File: src/rtl/div_sequencer.sv
`default_nettype none
// ============================================================================
// Module   : div_sequencer
// Brief    : Multi-cycle RISC-V M-extension divide/remainder unit. Resolves
//            zero-divisor and signed-overflow cases in one preparation cycle;
//            all other operands run a 32-step shift-subtract iteration.
//            Optional macro DIV_EARLY_OUT_EN skips the iteration when
//            |dividend| < |divisor|.
// Revision : 1.0 - initial release
// ============================================================================
module div_sequencer #(
  parameter int XLEN = 32
) (
  input  logic            clk,
  input  logic            rst_n,
  input  logic            start,
  input  logic [1:0]      op,
  input  logic [XLEN-1:0] SrcA,
  input  logic [XLEN-1:0] SrcB,
  input  logic            kill,
  output logic            busy,
  output logic            done,
  output logic [XLEN-1:0] result
);

  localparam int                 c_cnt_w    = $clog2(XLEN);
  localparam logic [c_cnt_w-1:0] c_cnt_last = c_cnt_w'(XLEN - 1);
  localparam logic [c_cnt_w-1:0] c_cnt_one  = c_cnt_w'(1);
  localparam logic [XLEN-1:0]    c_min_int  = {1'b1, {(XLEN-1){1'b0}}};

  typedef enum logic [2:0] {
    S_IDLE = 3'd0,
    S_PREP = 3'd1,
    S_ITER = 3'd2,
    S_FIX  = 3'd3,
    S_DONE = 3'd4
  } state_t;

  state_t r_state;
  state_t w_state_next;

  // Captured operation and operands
  logic [1:0]         r_op;
  logic [XLEN-1:0]    r_a;
  logic [XLEN-1:0]    r_b;
  // Iteration datapath
  logic               r_neg_q;
  logic               r_neg_r;
  logic [XLEN:0]      r_rem;
  logic [XLEN-1:0]    r_quo;
  logic [XLEN-1:0]    r_dvs;
  logic [c_cnt_w-1:0] r_cnt;
  logic [XLEN-1:0]    r_result;

  logic               w_accept;
  logic               w_signed;
  logic               w_is_rem;
  logic               w_a_neg;
  logic               w_b_neg;
  logic [XLEN-1:0]    w_abs_a;
  logic [XLEN-1:0]    w_abs_b;
  logic               w_div_zero;
  logic               w_ovf;
  logic               w_early;
  logic [2*XLEN:0]    w_shift;
  logic [XLEN:0]      w_rem_sh;
  logic [XLEN-1:0]    w_quo_sh;
  logic [XLEN:0]      w_trial;
  logic               w_trial_ok;
  logic [XLEN-1:0]    w_fix_val;
  logic               w_fix_neg;
  logic [XLEN-1:0]    w_fix_res;
  logic [XLEN-1:0]    w_special_res;

  // op[0] selects unsigned, op[1] selects remainder
  assign w_signed   = ~r_op[0];
  assign w_is_rem   = r_op[1];
  assign w_a_neg    = w_signed & r_a[XLEN-1];
  assign w_b_neg    = w_signed & r_b[XLEN-1];
  assign w_abs_a    = w_a_neg ? (-r_a) : r_a;
  assign w_abs_b    = w_b_neg ? (-r_b) : r_b;
  assign w_div_zero = (r_b == '0);
  assign w_ovf      = w_signed && (r_a == c_min_int) && (r_b == '1);

`ifdef DIV_EARLY_OUT_EN
  // Quotient is trivially zero when the magnitude of the dividend is smaller
  assign w_early    = !w_div_zero && (w_abs_a < w_abs_b);
`else
  assign w_early    = 1'b0;
`endif

  // One restoring-division step: shift {rem,quo} left, trial-subtract divisor.
  // The partial remainder is always below the divisor, so the 33-bit trial's
  // top bit is a reliable sign.
  assign w_shift    = {r_rem, r_quo} << 1;
  assign w_rem_sh   = w_shift[2*XLEN:XLEN];
  assign w_quo_sh   = w_shift[XLEN-1:0];
  assign w_trial    = w_rem_sh - {1'b0, r_dvs};
  assign w_trial_ok = ~w_trial[XLEN];

  // Sign correction: quotient follows sign XOR, remainder follows dividend
  assign w_fix_val  = w_is_rem ? r_rem[XLEN-1:0] : r_quo;
  assign w_fix_neg  = w_is_rem ? r_neg_r : r_neg_q;
  assign w_fix_res  = w_fix_neg ? (-w_fix_val) : w_fix_val;

  // Zero divisor beats overflow; the two cannot coincide anyway
  assign w_special_res = w_div_zero ? (w_is_rem ? r_a : '1)
                                    : (w_is_rem ? '0  : c_min_int);

  assign w_accept = ((r_state == S_IDLE) || (r_state == S_DONE)) && start && !kill;
  assign result   = r_result;

  // State register
  always_ff @(posedge clk or negedge rst_n) begin
    if (!rst_n) begin
      r_state <= S_IDLE;
    end else begin
      r_state <= w_state_next;
    end
  end

  // Next-state and handshake outputs; kill overrides every transition
  always_comb begin
    w_state_next = r_state;
    busy         = 1'b0;
    done         = 1'b0;
    case (r_state)
      S_IDLE, S_DONE: begin
        done         = (r_state == S_DONE);
        w_state_next = (start && !kill) ? S_PREP : S_IDLE;
      end
      S_PREP: begin
        busy = 1'b1;
        if (w_div_zero || w_ovf) begin
          w_state_next = S_DONE;
        end else if (w_early) begin
          w_state_next = S_FIX;
        end else begin
          w_state_next = S_ITER;
        end
      end
      S_ITER: begin
        busy = 1'b1;
        if (r_cnt == c_cnt_last) begin
          w_state_next = S_FIX;
        end
      end
      S_FIX: begin
        busy         = 1'b1;
        w_state_next = S_DONE;
      end
      default: begin
        w_state_next = S_IDLE;
      end
    endcase
    if (kill) begin
      w_state_next = S_IDLE;
    end
  end

  // Operand capture, iteration datapath and registered result
  always_ff @(posedge clk or negedge rst_n) begin
    if (!rst_n) begin
      r_op     <= '0;
      r_a      <= '0;
      r_b      <= '0;
      r_neg_q  <= 1'b0;
      r_neg_r  <= 1'b0;
      r_rem    <= '0;
      r_quo    <= '0;
      r_dvs    <= '0;
      r_cnt    <= '0;
      r_result <= '0;
    end else begin
      if (w_accept) begin
        r_op <= op;
        r_a  <= SrcA;
        r_b  <= SrcB;
      end
      if (r_state == S_PREP) begin
        r_neg_q <= w_a_neg ^ w_b_neg;
        r_neg_r <= w_a_neg;
        r_dvs   <= w_abs_b;
        r_cnt   <= '0;
        if (w_early) begin
          r_quo <= '0;
          r_rem <= {1'b0, w_abs_a};
        end else begin
          r_quo <= w_abs_a;
          r_rem <= '0;
        end
      end
      if (r_state == S_ITER) begin
        r_rem <= w_trial_ok ? w_trial : w_rem_sh;
        r_quo <= w_quo_sh | XLEN'(w_trial_ok);
        r_cnt <= r_cnt + c_cnt_one;
      end
      // Result only moves on the edge entering DONE, so a kill leaves it intact
      if (w_state_next == S_DONE) begin
        r_result <= (r_state == S_PREP) ? w_special_res : w_fix_res;
      end
    end
  end

endmodule
`default_nettype wire
File: config.mk
export PLATFORM = sky130hd
export DESIGN_NAME = div_sequencer
export DESIGN_NICKNAME = d
export VERILOG_FILES = /design/src/rtl/div_sequencer.sv
export SDC_FILE = /design/constraint.sdc
export NUM_CORES = 1
export LEC_CHECK = 0
export CAP_MARGIN = 20
export CORE_UTILIZATION = 35
export CTS_CLUSTER_DIAMETER = 200
export DETAILED_ROUTE_END_ITERATION = 6
export PLACE_DENSITY_LB_ADDON = 0.12
export SETUP_SLACK_MARGIN = 0.3
export SYNTH_ARGS = -nofsm -noshare
export SYNTH_HDL_FRONTEND = slang
export SYNTH_SLANG_ARGS = --single-unit
File: constraint.sdc
create_clock -name clk -period 9.5 [get_ports clk]
set_input_delay 1.9 -clock clk [delete_from_list [all_inputs] [get_ports clk]]
set_output_delay 1.9 -clock clk [all_outputs]
set_load 0.02 [all_outputs]
==> impl_metrics.ini, run 1 <==
[outcome]
status = completed

[die]
die_h_microns = 194
rows = 69
io_pins = 104
initial_core_util_pct = 35.9
die-area_sq_um = 37500
die_x_microns = 194
core_region_area_sq_um = 35800

[final_layout]
diodes = 0
final_util_pct = 42.5
drive_gt1_share_pct = 11.6
areaGrowthSynthToFinish_pct = 18.4
fillCellCount = 3548
multi_input_area_sq_um = 7230
stdcell_area_sq_um = 15200
num-nets-final = 1552
regArea_sq_um = 5110

[route]
viasPerCell = 5.55
ant_nets = 0
wirelength_mm = 40.1
num_vias = 10700
post_drt_wl_per_cell_microns = 20.9
first_iter_violations = 753
drtPass1Iterations = 5
drc = 0

[logic_synthesis]
post_synth.cell_area_avg_sq_um = 9.35
syn_inst = 1375
synth_edf_count = 0
synth_fa_ha_area_share_pct = 3.85
synth_warnings = 0
synth_most_common_cell = dfrtp_1
yosysTopAreaCellShare_pct = 39.7
synth_common_cells = dfrtp_1, o21ai_0, nand2_1
syn-num-nets = 1484
synthXorXnorAreaFrac_pct = 7.56
synthSimpleGateAreaFrac_pct = 14.0
synth_top_family_by_area = compound AO/OA/AOI/OAI gates
synth_flop_cell = dfrtp_1
synthTopCellsByArea = dfrtp_1, o21ai_0, mux2_2
synth-seq-cells = 204
ys_async_sr_fraction_pct = 100
syn_area_sq_um = 12900
synth_compound_area_share_pct = 19.4
synth_top_area_cell = dfrtp_1
synth.distinct_cells = 77
synth_mux_area_share_pct = 11.2
ys_seq_area_share_pct = 39.7

[setup_path]
arrival_ps = 4380
critical_path.cell_chain = inv_1, ha_1, inv_1, fa_1, a211oi_1, o21ai_0, o311ai_1, nand2_1, o2111a_1, a211oi_4, buf_4, or2_2, o21ai_0
worstSetupPathDepth = 13
crit_fanout = 18
crit_family = compound AO/OA/AOI/OAI gates
critical_path.max_stage_delay_ps = 570
r2r_cells = 13
worstSetupStartpointType = register
crit_type = reg2reg
end_kind = register
cp_num_buf_inv = 3
worstPathRequired_ps = 9900
slowest_stage = a211oi_4

[timing]
fin_ws_ps = 5530
fmax_mhz = 252
tightest_slew_ps = 968
drv_slew = 0
final.setup.tns_ps = 0
hold_viol_final = 0
setup_violations = 0
finClkSkew_ps = 25.2
min_period_ps = 3970
period_share_pct = 41.8
maxSlewHeadroom_pct = 35.5
rsz0062_at_grt = false

[clocking]
post_cts_buffers = 0
clock_latency_ps = 560
path_clk_slew_ps = 60
hold_buffers = 0
cts_max_path_buffers = 3
cts_root_buffer = clkbuf_16
post_cts_resized = 0
numClockSinks = 204
cts_tree = yes
h-tree-depth = 1
numCtsBuffers = 26

[global_routing]
gr-total-overflow = 0
grt.total_usage_pct = 21.2
grt_pass1_vias = 10400
grt_max_degree = 106
grt_pass1_wl_mm = 62.6
antenna_found_initial = 0

[flow_run]
cap_violations = 0

[pwr]
fin_total_pwr_mw = 5.28
internal_power_mw = 2.97
p_sw_share_pct = 43.8
p_leak_nw = 6.37
pwr-share-comb_pct = 49.8
irDropWorstVdd_uv = 144
power.share.clock_pct = 20.4
p_switching_mw = 2.31
seq_power_share_pct = 29.7
power.density_nw_per_um2 = 347

[place]
gp_congestion = 0.901
place_ws_ps = 5520
dp_hpwl_mm = 29.2
place_area_sq_um = 14300
io_buffers = 103

[min_path]
hold_path_class = reg2reg
min_path_cells = 2
[layout by cell type, fill, tap and decap left out, types with 11 or more instances in the layout]
| cell type | count |
|---|---|
| a21oi_1 | 68 |
| nor3_1 | 35 |
| nand3_1 | 12 |
| nand4_1 | 21 |
| nand2b_1 | 11 |
| o21ai_1 | 24 |
| nand2_1 | 120 |
| clkbuf_16 | 26 |
| dfrtp_1 | 203 |
| a22oi_1 | 32 |
| a32oi_1 | 13 |
| xnor2_1 | 52 |
| ha_1 | 38 |
| o21ai_0 | 170 |
| a31oi_1 | 12 |
| inv_1 | 49 |
| mux2i_1 | 55 |
| mux2_2 | 70 |
| nor2_1 | 58 |
| buf_4 | 17 |
| o31ai_1 | 19 |
| clkdlybuf4s50_1 | 102 |
| xor2_1 | 59 |
[worst paths after layout]
path | start | end | slack (ps)
worst max-delay path | r_quo[31] | r_rem[24] | 5530
worst min-delay path | r_dvs[11] | r_dvs[11] | 480
worst max register to register | r_quo[31] | r_rem[24] | 5530
worst min register to register | r_dvs[11] | r_dvs[11] | 480
max in group asynchronous | rst_n | r_rem[10] | 6610
min in group asynchronous | rst_n | r_a[15] | 1410
[power groups by stage]
stage | Clock [mW] | Sequential, mW | Combinational [mW]
after global routing | 1.14 | 1.61 | 2.91
after global placement | 0 | 1.58 | 2.60
after floorplan | 0 | 1.49 | 1.84
final | 1.08 | 1.57 | 2.63
after CTS | 1.10 | 1.57 | 2.62
after detailed placement | 0 | 1.58 | 2.60
[metal layers]
metal | GRT usage [%] | wire, microns | share of wire (%) | vias up
met1 | 31.2 | 19800 | 49 | 5257
li1 | - | - | - | 5134
met4 | 4.47 | 678 | 1.7 | 0
met2 | 32.4 | 17600 | 44 | 249
met5 | 0 | 0 | 0 | -
met3 | 3.48 | 2030 | 5.1 | 39
[registers in the layout, indices dropped and copies added, names as in the netlist]
register and cells:
r_a 32, r_b 32, r_dvs 32, r_quo 32
r_rem 32, result 32, r_cnt 5, r_state 3
r_op 2, r_neg_q 1, r_neg_r 1
[worst min-delay path, cell delays in order, from the launching register on]
cell     delay [ps]
dfrtp_1         340
nand2_1          50
o21ai_0          60
[kinds of logic after synthesis]
family,count (synthesis)
flip-flops,204
buffers and inverters,131
AND/OR/NAND/NOR,345
multiplexers,134
adder cells (fa/ha/maj),39
AO/OA/AOI/OAI,411
XOR/XNOR,111
[through the flow]
step | hold slack [ps] | cells
after floorplan | 449 | 1375
after detailed placement | 470 | 1875
final | 480 | 1923
after global routing | 509 | 1923
after CTS | 483 | 1922
after global placement | 467 | 1875
[layout make-up]
type	instances	area share [%]
sequential	204	33.6
inverter	50	1.23
tap	461	3.79
multi-input combinational	1040	47.5
clock buffer	33	4.78
clock inverter	14	1.41
timing repair buffer	121	7.74
No activity file was read; power rests on OpenSTA's default activity.
==> run 2, diff against run 1 <==
==> constraint.sdc (replaced) <==
create_clock -name clk -period 3.6 [get_ports clk]
set_input_delay 0.72 -clock clk [delete_from_list [all_inputs] [get_ports clk]]
set_output_delay 0.72 -clock clk [all_outputs]
set_load 0.02 [all_outputs]
==> run 2 against run 1 <==
Effect of this change:
- count of clock-buffer cells in the layout down 1
- final cell count up 2.1%
- wire length down 1.9%
- flip-flop and latch count unchanged
- critical path depth up 1
- global-route usage down 0.27 points
- fmax up 25%
- sequential power rose to 2.6 times the previous value
- total power rose to 2.7 times the previous value
- register-to-register slack worse by 5100 ps
- core utilization up 1.4 points
- cell area up 3.3%
==> impl_metrics.ini, run 2 (same netlist as run 1, synthesis figures left out) <==
[final_layout]
fillCellCount = 3500
final_cell_mix = dfrtp_1, o21ai_0, nand2_1
areaGrowthSynthToFinish_pct = 22.2
final_common_cell = dfrtp_1
num-nets-final = 1595
final_util_pct = 43.9
drive_gt1_share_pct = 14.9

[global_routing]
grt_max_degree = 87
gr-total-overflow = 0
grt_pass1_wl_mm = 62.0
antenna_found_initial = 2
grt_pass1_vias = 10400
grt.total_usage_pct = 20.9

[clocking]
cts_max_path_buffers = 3
h-tree-depth = 1
cts_root_buffer = clkbuf_16
path_clk_slew_ps = 60
clock_latency_ps = 540
cts_tree = yes
numClockSinks = 204
numCtsBuffers = 25
hold_buffers = 0

[timing]
hold_viol_final = 0
period_share_pct = 88.1
min_period_ps = 3170
drv_slew = 0
fmax_mhz = 315
tightest_slew_ps = 933
finClkSkew_ps = 30.0
rsz0062_at_grt = true
setup_violations = 0
maxSlewHeadroom_pct = 37.7
final.setup.tns_ps = 0

[route]
drc = 0
viasPerCell = 5.48
drtPass1Iterations = 5
first_iter_violations = 576
ant_nets = 0
post_drt_wl_per_cell_microns = 20.0
num_vias = 10800
wirelength_mm = 39.4

[die]
die_x_microns = 194
die_h_microns = 194
io_pins = 104
rows = 69
die-area_sq_um = 37500
initial_core_util_pct = 35.9
core_region_area_sq_um = 35800

[outcome]
status = completed

[place]
gp_congestion = 0.866
dp_hpwl_mm = 29.0
io_buffers = 103

[pwr]
p_leak_nw = 6.61
irDropWorstVdd_uv = 473
power.density_nw_per_um2 = 918

[setup_path]
crit_type = reg2reg
crit_family = compound AO/OA/AOI/OAI gates
worstSetupStartpointType = register
cp_num_buf_inv = 4
crit_fanout = 6
critical_path.max_stage_delay_ps = 400
arrival_ps = 3570
critical_path.cell_chain = inv_2, ha_4, inv_2, fa_2, a211oi_4, o21ai_2, o311ai_2, nand2_1, o2111a_1, a211oi_4, buf_4, clkbuf_16, mux2i_1, o21ai_1
end_kind = register
worstPathRequired_ps = 4000
slowest_stage = dfrtp_1

[min_path]
hold_path_class = in2async

[flow_run]
cap_violations = 0
[run 2: cell types whose count changed in the layout (fill, tap and decap cells not counted), sizes merged]
cell	delta
buf	+42
clkinv	-3
clkbuf	+1
clkinvlp	-1
diode	+1
inv	+1
[run 2: cell type report]
class	instances	area, sq um	area share [%]
clock buffers	32	692	4.40
multi-input cells	1040	7320	46.6
inverters	50	190	1.21
well taps	461	577	3.67
diodes	1	2.50	0.0159
flip-flops and latches	204	5110	32.5
clock inverters	11	189	1.20
repair buffers	165	1640	10.4
[run 2: repair_timing]
item | 4_1_cts | 5_1_grt
setup endpoints to repair | 32 | 55
gates cloned | 0 | 2
resized for setup | 2 | 27
pin swaps | 0 | 10
setup buffers | 0 | 12
[run 2: worst reg2reg max path: cells and delay by family, from the launching register on]
| kind | cells | cell delay, ps |
|---|---|---|
| buffers and inverters | 4 | 460 |
| flip-flops | 1 | 400 |
| AND/OR/NAND/NOR | 1 | 130 |
| AO/OA/AOI/OAI | 6 | 1340 |
| adder cells (fa/ha/maj) | 2 | 510 |
| multiplexers | 1 | 190 |
[run 2: stage by stage]
step	area [sq um]	worst slack (ps)	power, mW	hold slack [ps]	std cells
final	15700	429	14.4	235	1964
after global routing	15700	255	15.4	294	1963
after CTS	15400	262	14.0	258	1948
after detailed placement	14500	267	11.2	472	1905
after global placement	14500	336	11.2	465	1905
after floorplan	12900	341	8.80	424	1375
[run 2: worst paths after layout]
kind	from	endpoint	slack, ps	cells after the start
worst max register to register	r_quo[31]	r_rem[4]	430	14
worst min-delay path	rst_n	r_a[23]	240	1
worst max-delay path	r_quo[31]	r_rem[4]	430	14
min in group clk	r_dvs[22]	r_dvs[22]	480	2
worst min register to register	r_dvs[22]	r_dvs[22]	480	2
max in group asynchronous	rst_n	r_rem[16]	2460	2
[run 2: power breakdown]
group	internal (mW)	switching, mW	leakage, nW	total (mW)
combinational	3.48	4.16	3.62	7.63
clock	1.71	1.02	0.428	2.72
sequential	3.10	0.973	2.56	4.07
total	8.28	6.15	6.61	14.4
[run 2: routing by layer]
layer / up-vias / track usage, % / wire [microns]
met2: 250 / 31.1 / 16700
met5: - / 0 / 8
met4: 2 / 5.30 / 989
met3: 55 / 4.02 / 2560
met1: 5212 / 30.9 / 19100
li1: 5243 / - / -
==> run 3, diff against run 2 <==
--- a/config.mk
+++ b/config.mk
@@ -5,10 +5,10 @@
 export SDC_FILE = /design/constraint.sdc
 export NUM_CORES = 1
 export LEC_CHECK = 0
-export CAP_MARGIN = 20
 export CORE_UTILIZATION = 35
 export CTS_CLUSTER_DIAMETER = 200
 export DETAILED_ROUTE_END_ITERATION = 6
+export GPL_ROUTABILITY_DRIVEN = 0
 export PLACE_DENSITY_LB_ADDON = 0.12
 export SETUP_SLACK_MARGIN = 0.3
 export SYNTH_ARGS = -nofsm -noshare
==> constraint.sdc (replaced) <==
create_clock -name clk -period 3.6 [get_ports clk]
set_input_delay 0.72 -clock clk [delete_from_list [all_inputs] [get_ports clk]]
set_output_delay 0.72 -clock clk [all_outputs]
set_load 0.005 [all_outputs]
==> run 3 against run 2 <==
Effect of this change:
- clock power barely moved
- setup slack worse by 8.7 ps
- die area is the same
- wire length is 0.17% higher
- first-iteration DRC count is 5.2% lower
- final cell count about the same
- sequential share of layout area increased by 0.057 points
- count of clock-buffer cells in the layout stayed put
- critical path type unchanged
==> impl_metrics.ini, run 3 (same netlist as run 1, synthesis figures left out) <==
[global_routing]
grt_pass1_wl_mm = 62.0
grt_pass1_vias = 10400
grt.total_usage_pct = 20.9
gr-total-overflow = 0
antenna_found_initial = 2
grt_max_degree = 87

[pwr]
power.density_nw_per_um2 = 907
irDropWorstVdd_uv = 475
p_leak_nw = 6.60
fin_total_pwr_mw = 14.2

[setup_path]
r2r_cells = 14
r2r_end = r_rem[4]
crit_family = compound AO/OA/AOI/OAI gates
critical_path.cell_chain = inv_2, ha_4, inv_2, fa_2, a211oi_4, o21ai_2, o311ai_2, nand2_1, o2111a_1, a211oi_4, buf_4, clkbuf_16, mux2i_1, o21ai_1
end_kind = register
arrival_ps = 3580
worstPathRequired_ps = 4000
cp_num_buf_inv = 4
crit_fanout = 6
slowest_stage = dfrtp_1
crit_type = reg2reg
r2r_start = r_quo[31]
worstSetupStartpointType = register
critical_path.max_stage_delay_ps = 400
reg2reg_slack_ps = 420

[place]
place_ws_ps = 267
dpl.cell_count = 1905
dp_hpwl_mm = 29.0
io_buffers = 103
place_area_sq_um = 14500

[min_path]
hold_path_class = in2async

[timing]
min_period_ps = 3180
final.setup.tns_ps = 0
setup_violations = 0
drv_slew = 0
period_share_pct = 88.3
hold_viol_final = 0
rsz0062_at_grt = true
hold_ws_ps = 234
finClkSkew_ps = 30.0
maxSlewHeadroom_pct = 20.9
fmax_mhz = 315
fin_ws_ps = 421
tightest_slew_ps = 1180

[clocking]
clock_latency_ps = 550
h-tree-depth = 1
hold_buffers = 0
numClockSinks = 204
numCtsBuffers = 25
cts_tree = yes
cts_max_path_buffers = 3
path_clk_slew_ps = 60
cts_root_buffer = clkbuf_16

[die]
core_region_area_sq_um = 35800
die_x_microns = 194
die_h_microns = 194
initial_core_util_pct = 35.9
die-area_sq_um = 37500
io_pins = 104
rows = 69

[route]
first_iter_violations = 546
post_drt_wl_per_cell_microns = 20.1
drtPass1Iterations = 5
drc = 0
wirelength_mm = 39.4
num_vias = 10700
ant_nets = 0
viasPerCell = 5.47

[final_layout]
final_util_pct = 43.8
stdcell_area_sq_um = 15700
areaGrowthSynthToFinish_pct = 22.0
drive_gt1_share_pct = 14.9
final_common_cell = dfrtp_1
stdcell_count = 1963
num-nets-final = 1594
final_cell_mix = dfrtp_1, o21ai_0, nand2_1

[flow_run]
cap_violations = 0

[outcome]
status = completed
## run 3: area by class of cell
cell class                 count  area (sq um)
fill                        3502         20100
multi-input combinational   1040          7320
sequential                   204          5110
timing repair buffer         164          1610
clock buffer                  32           692
tap                          461           577
inverter                      50           190
clock inverter                11           189
antenna                        1          2.50
## run 3: power by group
part	internal, mW	switching (mW)	leakage, nW
combinational	3.46	3.97	3.61
clock	1.71	1.02	0.428
sequential	3.10	0.974	2.56
total	8.27	5.97	6.60
## run 3: repair_timing
action / 4_1_cts / 5_1_grt
buffers inserted: 0 / 12
gates cloned: 0 / 2
gates resized for setup: 2 / 27
setup endpoints to repair: 32 / 55
pin swaps: 0 / 10
## run 3: per-layer routing
metal / global-route usage, % / wire [microns]
met4: 5.30 / 969
met5: 0 / 8
met2: 31.1 / 16800
met3: 4.02 / 2320
met1: 30.9 / 19400
## run 3: worst max-delay path by stage
| stage | startpoint | slack, ps | depth (start not counted) | to |
|---|---|---|---|---|
| after global routing | r_quo[31] | 260 | 14 | r_rem[2] |
| after detailed placement | r_quo[31] | 270 | 13 | r_rem[18] |
| after floorplan | r_op[1] | 340 | 14 | result[30] |
| after CTS | r_quo[31] | 260 | 13 | r_rem[11] |
| final | r_quo[31] | 420 | 14 | r_rem[4] |
| after global placement | r_a[0] | 340 | 10 | result[10] |
==> RTL change, RTL diff (flow settings as in run 3) <==
Add an input register stage for `start`, `op`, `SrcA`, `SrcB` and `kill`, with the module's reset; this delays them by one clock.
--- a/src/rtl/div_sequencer.sv
+++ b/src/rtl/div_sequencer.sv
@@ -36,6 +36,28 @@
     S_DONE = 3'd4
   } state_t;
 
+  logic start_q;
+  logic [1:0] op_q;
+  logic [XLEN-1:0] SrcA_q;
+  logic [XLEN-1:0] SrcB_q;
+  logic kill_q;
+
+  always_ff @(posedge clk or negedge rst_n) begin
+    if (!rst_n) begin
+      start_q <= '0;
+      op_q    <= '0;
+      SrcA_q  <= '0;
+      SrcB_q  <= '0;
+      kill_q  <= '0;
+    end else begin
+      start_q <= start;
+      op_q    <= op;
+      SrcA_q  <= SrcA;
+      SrcB_q  <= SrcB;
+      kill_q  <= kill;
+    end
+  end
+
   state_t r_state;
   state_t w_state_next;
 
@@ -107,7 +129,7 @@
   assign w_special_res = w_div_zero ? (w_is_rem ? r_a : '1)
                                     : (w_is_rem ? '0  : c_min_int);
 
-  assign w_accept = ((r_state == S_IDLE) || (r_state == S_DONE)) && start && !kill;
+  assign w_accept = ((r_state == S_IDLE) || (r_state == S_DONE)) && start_q && !kill_q;
   assign result   = r_result;
 
   // State register
@@ -127,7 +149,7 @@
     case (r_state)
       S_IDLE, S_DONE: begin
         done         = (r_state == S_DONE);
-        w_state_next = (start && !kill) ? S_PREP : S_IDLE;
+        w_state_next = (start_q && !kill_q) ? S_PREP : S_IDLE;
       end
       S_PREP: begin
         busy = 1'b1;
@@ -153,7 +175,7 @@
         w_state_next = S_IDLE;
       end
     endcase
-    if (kill) begin
+    if (kill_q) begin
       w_state_next = S_IDLE;
     end
   end
@@ -173,9 +195,9 @@
       r_result <= '0;
     end else begin
       if (w_accept) begin
-        r_op <= op;
-        r_a  <= SrcA;
-        r_b  <= SrcB;
+        r_op <= op_q;
+        r_a  <= SrcA_q;
+        r_b  <= SrcB_q;
       end
       if (r_state == S_PREP) begin
         r_neg_q <= w_a_neg ^ w_b_neg;
Check against the original RTL: not equivalent (Yosys sat finds a counterexample within 4 cycles, from zero or initial values and one cycle with rst_n low).
==> RTL change against run 3 <==
  * Worst setup slack worse by 0.043 ns
  * Design area rose by 14%
  * Combinational power shrank 1%
  * Area after synthesis increased by 14%
  * Clock skew down 0.019 ns
  * Wire length rose by 11%
  * Sequential cell count rose by 68
  * Total power rose by 9.8%
  * Synthesized cell count rose by 7.9%
  * Clock power increased by 28%
  * Sequential power increased by 18%
  * Non-clock buffer count is 7 higher
  * Count of clock-buffer cells in the layout grew 14
  * Cell count grew 9.7%
==> RTL change: results (changes against run 3) <==
stage;metric;value;unit;change
power;vdd_drop_max;0.420;mV;-12%
placed_design;place_inst;2085;;+9.4%
logic_synthesis;synth_common_cells;272 x dfrtp_1, 155 x o21ai_0, 142 x nand2_1;;
clock_network;clk_path_buf_depth;3;;unchanged
clock_network;clock_latency;0.54;ns;
timing;skew;0.0109;ns;-0.0191 ns
logic_synthesis;synthesis.instances;1483;;+7.9%
grt;grt_first_pass_wirelength;67.6;mm;+9.0%
critical_path;cp_top_family;compound AO/OA/AOI/OAI gates;;
grt;grt_usage;0.207;;-0.00173
placed_design;port_buffers;103;;unchanged
timing;max_slew_margin;0.420;;+0.211
drt;routed_wirelength;43.6;mm;+11%
critical_path;cpPeakStageDelay;0.45;ns;+0.05 ns
logic_synthesis;async_flop_share;1.00;;unchanged
logic_synthesis;synth_flop_cell;dfrtp_1;;
logic_synthesis;synth_cell_types;77;;unchanged
worst_hold_path;hp-class;in -> async;;
logic_synthesis;synthesis.nets;1592;;+7.3%
logic_synthesis;seq_area_frac_synth;0.464;;+0.0670
grt;grt_max_degree;92;;+5.7%
placed_design;dp_hpwl;32.2;mm;+11%
clock_network;cts_made_buffers;34;;+36%
critical_path;crit_fanout;7;;+1
drt;drtIter0Drc;855;;+57%
drt;drt-pass1-iter-count;5;;unchanged
finish;fin_cells;2154;;+9.7%
grt;antenna_found_initial;1;;-1
clock_network;cts_max_level;2;;+1
power;leakage;7.52;nW;+14%
finish;fin_nets;1712;;+7.4%
clock_network;root_buffer;clkbuf_16;;
grt;grt_pass1_vias;11389;;+9.4%
status;status;finished clean;;
clock_network;clkTransAtPathRegs;0.06;ns;about the same
critical_path;slowest_stage;a221o_2;;
logic_synthesis;synth_area_leaders;dfrtp_1 46%, o21ai_0 5.3%, mux2_2 5.1%;;
finish;drive_gt1_frac;0.142;;-0.00677
logic_synthesis;yosys_warnings;0;;unchanged
placed_design;place_area;16500;µm²;+14%
critical_path;critPathArrivalTime;3.65;ns;+0.07 ns
drt;vias;11591;;+8.0%
finish;antennaDiodeCount;0;;-1
RTL change: cell count changes after synthesis, sizes merged, moves of 11 or more:
cell	before	now
mux2	79	67
dfrtp	204	272
nand2	120	142
o21ai	195	183
xnor2	52	65
xor2	59	48
nor2	61	75
RTL change: final cells by class:
cell class	count	area [µm²]
Sequential cell	272	6810
Tap cell	532	666
Timing Repair Buffer	171	1690
Multi-Input combinational cell	1067	7340
Fill cell	3995	23300
Clock inverter	9	169
Clock buffer	46	947
Inverter	57	214
RTL change: power by group:
| part | internal, W | leakage [nW] | switching [W] |
|---|---|---|---|
| sequential | 0.00387 | 3.37 | 0.000957 |
| combinational | 0.00333 | 3.61 | 0.00399 |
| clock | 0.00213 | 0.537 | 0.00135 |
RTL change: kinds of logic (layout without fill, tap and decap cells):
family / Yosys count / count (layout) / synth area share
AO/OA/AOI/OAI: 423 / 423 / 0.183
adder cells (fa/ha/maj): 39 / 39 / 0.0338
XOR/XNOR: 113 / 113 / 0.0675
buffers and inverters: 144 / 283 / 0.0416
flip-flops: 272 / 272 / 0.464
multiplexers: 112 / 112 / 0.0822
AND/OR/NAND/NOR: 380 / 380 / 0.128
RTL change: stage by stage:
step,utilization,setup WS [ns],hold WS [ns]
5_1_grt,0.434,0.264,0.101
2_1_floorplan,-,0.316,0.424
6_report,0.434,0.378,0.0898
4_1_cts,0.429,0.306,0.0825
3_5_place_dp,0.402,0.249,0.442
3_3_place_gp,0.402,0.267,0.441
RTL change: what timing repair did:
| item | CTS | global route |
|---|---|---|
| cloned | 1 | 1 |
| resized for setup | 3 | 15 |
| hold buffers | 0 | 0 |
| buffers inserted | 0 | 12 |
| pin swaps | 2 | 11 |
| endpoints found under the setup margin | 4 | 34 |
RTL change: metal layers:
metal | GRT usage | wire length, µm | up-vias
li1 | - | - | 5555
met4 | 0.0555 | 938 | 0
met1 | 0.303 | 21100 | 5726
met2 | 0.316 | 19600 | 258
met3 | 0.0347 | 1870 | 52
met5 | 0 | 0 | -
RTL change: final timing paths:
| path | from | endpoint | slack (ns) | cells past startpoint |
|---|---|---|---|---|
| setup reg to reg | r_quo[31] | r_rem[9] | 0.38 | 14 |
| setup / recovery | r_quo[31] | r_rem[9] | 0.38 | 14 |
| hold / removal | rst_n | SrcA_q[11] | 0.09 | 1 |
| hold reg to reg | SrcA_q[0] | r_a[0] | 0.45 | 2 |
| min in group clk | SrcA_q[0] | r_a[0] | 0.45 | 2 |
| max in group asynchronous | rst_n | SrcB_q[14] | 2.69 | 2 |
